## src/rtl/ball_engine.sv

```systemverilog
// ball_engine: per-frame ball physics for the VGA pong display.
// The ball advances one step per frame tick, bounces off walls and paddles,
// and scores when it reaches a side wall inside the goal opening.
module ball_engine #(
   parameter int SCREEN_W  = 640,
   parameter int SCREEN_H  = 480,
   parameter int X_INIT    = 320,
   parameter int Y_INIT    = 240,
   parameter int BALL_HW   = 10,
   parameter int BALL_HH   = 15,
   parameter int GOAL_TOP  = 200,
   parameter int GOAL_BOT  = 280,
   parameter int STEP      = 1,
   parameter int SERVE_FR  = 60,
   parameter int WIN_SCORE = 9
) (
   input  logic       clk,
   input  logic       reset,
   input  logic       frame_end,
   input  logic [9:0] p1_left,
   input  logic [9:0] p1_right,
   input  logic [8:0] p1_top,
   input  logic [8:0] p1_bottom,
   input  logic [9:0] p2_left,
   input  logic [9:0] p2_right,
   input  logic [8:0] p2_top,
   input  logic [8:0] p2_bottom,
   output logic [9:0] ball_x,
   output logic [8:0] ball_y,
   output logic [2:0] winner,
   output logic [3:0] score_p1,
   output logic [3:0] score_p2,
   output logic       match_over
);

   typedef enum logic [1:0] {SERVE, PLAY, SCORED, OVER} state_t;

   localparam int CW = $clog2(SERVE_FR + 1);

   localparam logic signed [11:0] STEP_S  = 12'(STEP);
   localparam logic signed [11:0] HW_S    = 12'(BALL_HW);
   localparam logic signed [11:0] HH_S    = 12'(BALL_HH);
   localparam logic signed [11:0] XMAX_S  = 12'(SCREEN_W - 1);
   localparam logic signed [11:0] YMAX_S  = 12'(SCREEN_H - 1);
   localparam logic signed [11:0] GTOP_S  = 12'(GOAL_TOP);
   localparam logic signed [11:0] GBOT_S  = 12'(GOAL_BOT);
   localparam logic [CW-1:0]      SERVE_LAST = CW'(SERVE_FR - 1);
   localparam logic [3:0]         WIN4    = 4'(WIN_SCORE);

   state_t          state;
   logic [CW-1:0]   frame_cnt;
   logic            frame_prev;
   logic            dx_neg;
   logic            dy_neg;

   logic            tick;
   logic signed [11:0] cx, cy, nx, ny;
   logic signed [11:0] p1_l, p1_r, p1_t, p1_b;
   logic signed [11:0] p2_l, p2_r, p2_t, p2_b;
   logic            in_band;
   logic            left_edge, right_edge;
   logic            hit_p1, hit_p2;
   logic            y_wall;
   logic [3:0]      score_p1_inc, score_p2_inc;

   assign tick = frame_end & ~frame_prev;

   // Candidate position is computed in wide signed arithmetic so edges never wrap.
   assign cx = $signed({2'b00, ball_x});
   assign cy = $signed({3'b000, ball_y});
   assign nx = dx_neg ? (cx - STEP_S) : (cx + STEP_S);
   assign ny = dy_neg ? (cy - STEP_S) : (cy + STEP_S);

   assign p1_l = $signed({2'b00, p1_left});
   assign p1_r = $signed({2'b00, p1_right});
   assign p1_t = $signed({3'b000, p1_top});
   assign p1_b = $signed({3'b000, p1_bottom});
   assign p2_l = $signed({2'b00, p2_left});
   assign p2_r = $signed({2'b00, p2_right});
   assign p2_t = $signed({3'b000, p2_top});
   assign p2_b = $signed({3'b000, p2_bottom});

   assign in_band    = (cy > GTOP_S) && (cy < GBOT_S);
   assign left_edge  = (nx - HW_S) <= 12'sd0;
   assign right_edge = (nx + HW_S) >= XMAX_S;

   // A paddle is hit when the ball box at the next x touches or overlaps it.
   assign hit_p1 = ((nx + HW_S) >= p1_l) && ((nx - HW_S) <= p1_r) &&
                   ((cy + HH_S) >= p1_t) && ((cy - HH_S) <= p1_b);
   assign hit_p2 = ((nx + HW_S) >= p2_l) && ((nx - HW_S) <= p2_r) &&
                   ((cy + HH_S) >= p2_t) && ((cy - HH_S) <= p2_b);

   assign y_wall = ((ny - HH_S) <= 12'sd0) || ((ny + HH_S) >= YMAX_S);

   assign score_p1_inc = (score_p1 == WIN4) ? WIN4 : (score_p1 + 4'd1);
   assign score_p2_inc = (score_p2 == WIN4) ? WIN4 : (score_p2 + 4'd1);

   // Match FSM and ball state; everything except the edge detector moves only on a frame tick.
   always_ff @(posedge clk or negedge reset) begin
      if (!reset) begin
         state      <= SERVE;
         frame_cnt  <= '0;
         frame_prev <= 1'b0;
         dx_neg     <= 1'b0;
         dy_neg     <= 1'b0;
         ball_x     <= 10'(X_INIT);
         ball_y     <= 9'(Y_INIT);
         winner     <= 3'd0;
         score_p1   <= 4'd0;
         score_p2   <= 4'd0;
         match_over <= 1'b0;
      end else begin
         frame_prev <= frame_end;
         if (tick) begin
            case (state)
               SERVE: begin
                  if (frame_cnt == SERVE_LAST) begin
                     frame_cnt <= '0;
                     state     <= PLAY;
                  end else begin
                     frame_cnt <= frame_cnt + 1'b1;
                  end
               end
               PLAY: begin
                  if (left_edge && in_band) begin
                     score_p2 <= score_p2_inc;
                     winner   <= 3'd2;
                     dx_neg   <= 1'b0;
                     state    <= SCORED;
                  end else if (right_edge && in_band) begin
                     score_p1 <= score_p1_inc;
                     winner   <= 3'd1;
                     dx_neg   <= 1'b1;
                     state    <= SCORED;
                  end else begin
                     if (hit_p1 || hit_p2 || left_edge || right_edge) begin
                        dx_neg <= ~dx_neg;
                     end else begin
                        ball_x <= nx[9:0];
                     end
                     if (y_wall) begin
                        dy_neg <= ~dy_neg;
                     end else begin
                        ball_y <= ny[8:0];
                     end
                  end
               end
               SCORED: begin
                  ball_x <= 10'(X_INIT);
                  ball_y <= 9'(Y_INIT);
                  if ((score_p1 == WIN4) || (score_p2 == WIN4)) begin
                     match_over <= 1'b1;
                     state      <= OVER;
                  end else begin
                     state <= SERVE;
                  end
               end
               OVER: begin
                  state <= OVER;
               end
            endcase
         end
      end
   end

endmodule

```

## config.mk

```make
export PLATFORM = sky130hd
export DESIGN_NAME = ball_engine
export DESIGN_NICKNAME = d
export VERILOG_FILES = /design/src/rtl/ball_engine.sv
export SDC_FILE = /design/constraint.sdc
export NUM_CORES = 1
export LEC_CHECK = 0
export CAP_MARGIN = 30
export CORE_ASPECT_RATIO = 1.1
export CORE_UTILIZATION = 58
export CTS_CLUSTER_SIZE = 40
export DETAILED_ROUTE_END_ITERATION = 7
export GPL_TIMING_DRIVEN = 0
export PLACE_DENSITY = 0.95
export SYNTH_ARGS = -nofsm -noshare
export SYNTH_HDL_FRONTEND = slang
export SYNTH_SLANG_ARGS = --single-unit
```

## constraint.sdc

```tcl
create_clock -name clk -period 11.06 [get_ports clk]
set_input_delay 1.659 -clock clk [delete_from_list [all_inputs] [get_ports clk]]
set_output_delay 1.659 -clock clk [all_outputs]
set_load 0.1 [all_outputs]
```

==> impl_metrics.ini <==
[clocking]
cts_sinks = 41
htree_levels = 2
clk_path_buf_depth = 2
cts_buffers = 5
postCtsSetupBuffers = 0
cts_resized = 0
cts_root_buf = clkbuf_8
hold_buffers = 0
clk-insertion-delay-late_ns = 0.30
cts_tree = built
clkTransAtPathRegs_ns = 0.08

[setup_path]
slowest_stage = dfrtp_1
r2r_cells = 18
crit_arrival_ns = 5.34
path_max_fanout = 9
required_ns = 11.29
reg2reg_to = ball_x[6]$_DFFE_PN1P_
slowest_delay_ns = 0.56
start_kind = flip-flop
path_class = reg2reg
crit_path_end_kind = flip-flop
r2r-start = ball_x[0]$_DFFE_PN0P_
reg2reg_setup_slack_ns = 5.95
path_cells = buf_4 > inv_1 > ha_1 > mux2i_1 > xor2_1 > a211oi_1 > nor3_1 > nand2_1 > xnor2_1 > ha_1 > o21ai_0 > a21oi_1 > a211oi_1 > a211o_1 > or3b_1 > o22ai_4 > nor2_4 > o31a_1

[finish]
drive_above_1_share_pct = 6.250
multi_input_area_um2 = 4016
final_area_um2 = 6805
seq_area_um2 = 1033
n_antenna_cell = 0
n_fill_cell = 665
synthToLayoutAreaGrowth_pct = 23.81
fin_nets = 963

[yosys]
yosysSeqAreaShare_pct = 18.80
synthMuxAreaShare_pct = 3.164
ys_ff_latch = 41
synth_async_sr_flop_share_pct = 100.0
synthAdderAreaFrac_pct = 19.35
synth_cells = 683
yosys_most_used_dff = dfrtp_1
yosys_warnings = 0
synth_area_per_cell_um2 = 8.048
synth_nets = 847
synthSimpleGateAreaFrac_pct = 23.01
synth_edf_count = 0
synth_cell_type_count = 83
synth_xor_area_share_pct = 8.263
synth_top_family_by_area = simple AND/OR/NAND/NOR gates
synth_compound_area_share_pct = 19.21
synth_area_um2 = 5497

[detailed_routing]
wl_met2_mm = 7.614
wl_met3_um = 842
drt-met1-wl_mm = 5.835
top_layer_used = met4
drt_pass1_iterations = 7
first_iter_violations = 311
wl_per_cell_um = 16.26
via_count = 5467
drc = 0
ant_nets = 0
wl_mm = 14.86
via_per_inst = 5.981

[global_route]
grt_pass1_vias = 5508
grt_first_pass_wirelength_mm = 24.40
antenna_found_initial = 0
grt_usage_pct = 30.78
grt_max_degree = 42
overflow = 0

[die]
ios = 110
start_util_pct = 61.01
rows = 36
die_area_um2 = 9871
core_area_um2 = 9009
fp.dieH_um = 104.1
die_width_um = 94.82

[power]
irDropWorstVdd_mv = 0.08569
p_leak_nw = 3.209
p_per_area_nw_per_um2 = 63.31

[timing]
finalSetupViolCount = 0
skew_ns = 0.005409
rsz0062_at_grt = false
worstMarginPinSlew_ns = 0.9835
period_share_pct = 46.18
setup_tns_ns = 0
max_freq_mhz = 195.8
maxSlewViolCount = 0
slew_headroom_pct = 34.23
fin_crit_ns = 5.107
hold_violations = 0

[placed_design]
gp_congestion = 0.9877
placement.cell_area_um2 = 6723
dpl.hpwl_mm = 12.26
numPortBuffers = 108

[min_path]
hold_start = match_over$_DFFE_PN0P_
hold_path_depth = 1
hold_end = match_over$_DFFE_PN0P_
hold_path.class = reg2reg

[run_status]
status = finished, final reports clean

[job]
drv_cap = 0
logic make-up (layout without fill, tap and decap cells):
logic type               count (synthesis)  after routing
AO/OA/AOI/OAI                          149            149
XOR/XNOR                                51             51
adder cells (fa/ha/maj)                 85             85
buffers and inverters                  110            227
flip-flops                              41             41
multiplexers                            17             17
other                                    1              1
AND/OR/NAND/NOR                        229            229
power by group:
part           switching (W)  leakage [nW]  internal, W
sequential         0.0000112         0.521     0.000160
clock              0.0000511        0.0450    0.0000437
combinational      0.0000869          2.64    0.0000774
total               0.000149          3.21     0.000282
placed cells by master (no fill, tap or decap), types with 9 or more instances in the layout:
cell type	Yosys	final
xnor2_1	31	31
nor2_1	43	43
inv_1	85	85
or3_1	9	9
nand3_1	18	18
ha_1	85	85
a21oi_1	28	28
o21ai_0	25	25
nand4_1	18	18
nor3_1	14	14
nand2_1	53	53
o21a_1	11	11
mux2i_1	14	14
clkbuf_1	12	13
dfrtp_1	35	35
clkdlybuf4s50_1	0	107
a21o_1	10	10
xor2_1	19	19
nor2b_1	13	13
nand2b_1	12	12
o21ai_1	10	10
flip-flops by register name, summed over array words and instances (netlist names):
signal and count:
dx_neg 1, ball_y 9, winner 2, frame_cnt 6, match_over 1, score_p1 4
ball_x 10, state 2, dy_neg 1, frame_prev 1, score_p2 4
metrics by stage:
stage | hold slack [ns] | util, % | total power, W | setup slack, ns | instances
2_1_floorplan | 0.4783 | - | 0.0002775 | 6.138 | 683
3_3_place_gp | 0.4667 | 74.60 | 0.0003290 | 5.739 | 905
3_5_place_dp | 0.4666 | 74.63 | 0.0003376 | 6.023 | 906
4_1_cts | 0.4910 | 75.54 | 0.0004316 | 6.008 | 914
5_1_grt | 0.5137 | 75.54 | 0.0004589 | 5.637 | 914
6_report | 0.4854 | 75.54 | 0.0004308 | 5.953 | 914
synth_stat cells (all sizes together) (9+ instances only):
| library cell | count | area [um^2] |
|---|---|---|
| ha | 85 | 1064 |
| inv | 85 | 319.1 |
| nand2 | 53 | 198.9 |
| nor2 | 44 | 172.7 |
| o21ai | 36 | 183.9 |
| dfrtp | 35 | 875.8 |
| xnor2 | 32 | 287.8 |
| a21oi | 28 | 140.1 |
| xor2 | 19 | 166.4 |
| nand3 | 18 | 90.09 |
| nand4 | 18 | 112.6 |
| nor3 | 15 | 80.08 |
| mux2i | 14 | 140.1 |
| nor2b | 13 | 81.33 |
| buf | 12 | 78.82 |
| clkbuf | 12 | 45.04 |
| nand2b | 12 | 75.07 |
| a21o | 11 | 83.83 |
| o21a | 11 | 82.58 |
| or3 | 10 | 67.56 |
| a211oi | 9 | 72.57 |
worst max-delay path by stage:
stage / startpoint / to / slack [ns] / depth (start not counted)
CTS: ball_x[0]$_DFFE_PN0P_ / ball_x[6]$_DFFE_PN1P_ / 6.01 / 18
finish: ball_x[0]$_DFFE_PN0P_ / ball_x[6]$_DFFE_PN1P_ / 5.95 / 18
global placement: ball_x[0]$_DFFE_PN0P_ / ball_x[6]$_DFFE_PN1P_ / 5.74 / 17
floorplan: ball_x[0]$_DFFE_PN0P_ / ball_x[5]$_DFFE_PN0P_ / 6.14 / 19
detailed placement: ball_x[0]$_DFFE_PN0P_ / ball_x[6]$_DFFE_PN1P_ / 6.02 / 18
global route: ball_x[0]$_DFFE_PN0P_ / ball_x[8]$_DFFE_PN1P_ / 5.64 / 20
routing by layer:
layer | vias up | track usage [%]
met2 | 219 | 57.50
li1 | 2671 | -
met3 | 55 | 3.216
met1 | 2522 | 34.71
met5 | - | 0
met4 | 0 | 12.01
layout make-up:
type	count	share of cell area, %
timing repair buffer	109	15.92
clock buffer	6	1.066
buffer	24	1.820
sequential	41	15.19
multi-input combinational	532	59.02
clock inverter	2	0.1471
inverter	86	4.744
tap	114	2.096
critical path: cells and delay by family, from the launching register on:
kind | cells | cell delay, ns
AND/OR/NAND/NOR | 4 | 1.26
multiplexers | 1 | 0.19
buffers and inverters | 2 | 0.38
AO/OA/AOI/OAI | 7 | 1.34
flip-flops | 1 | 0.56
XOR/XNOR | 2 | 0.75
adder cells (fa/ha/maj) | 2 | 0.57
Note: power is estimated with default switching activity, not from simulation.
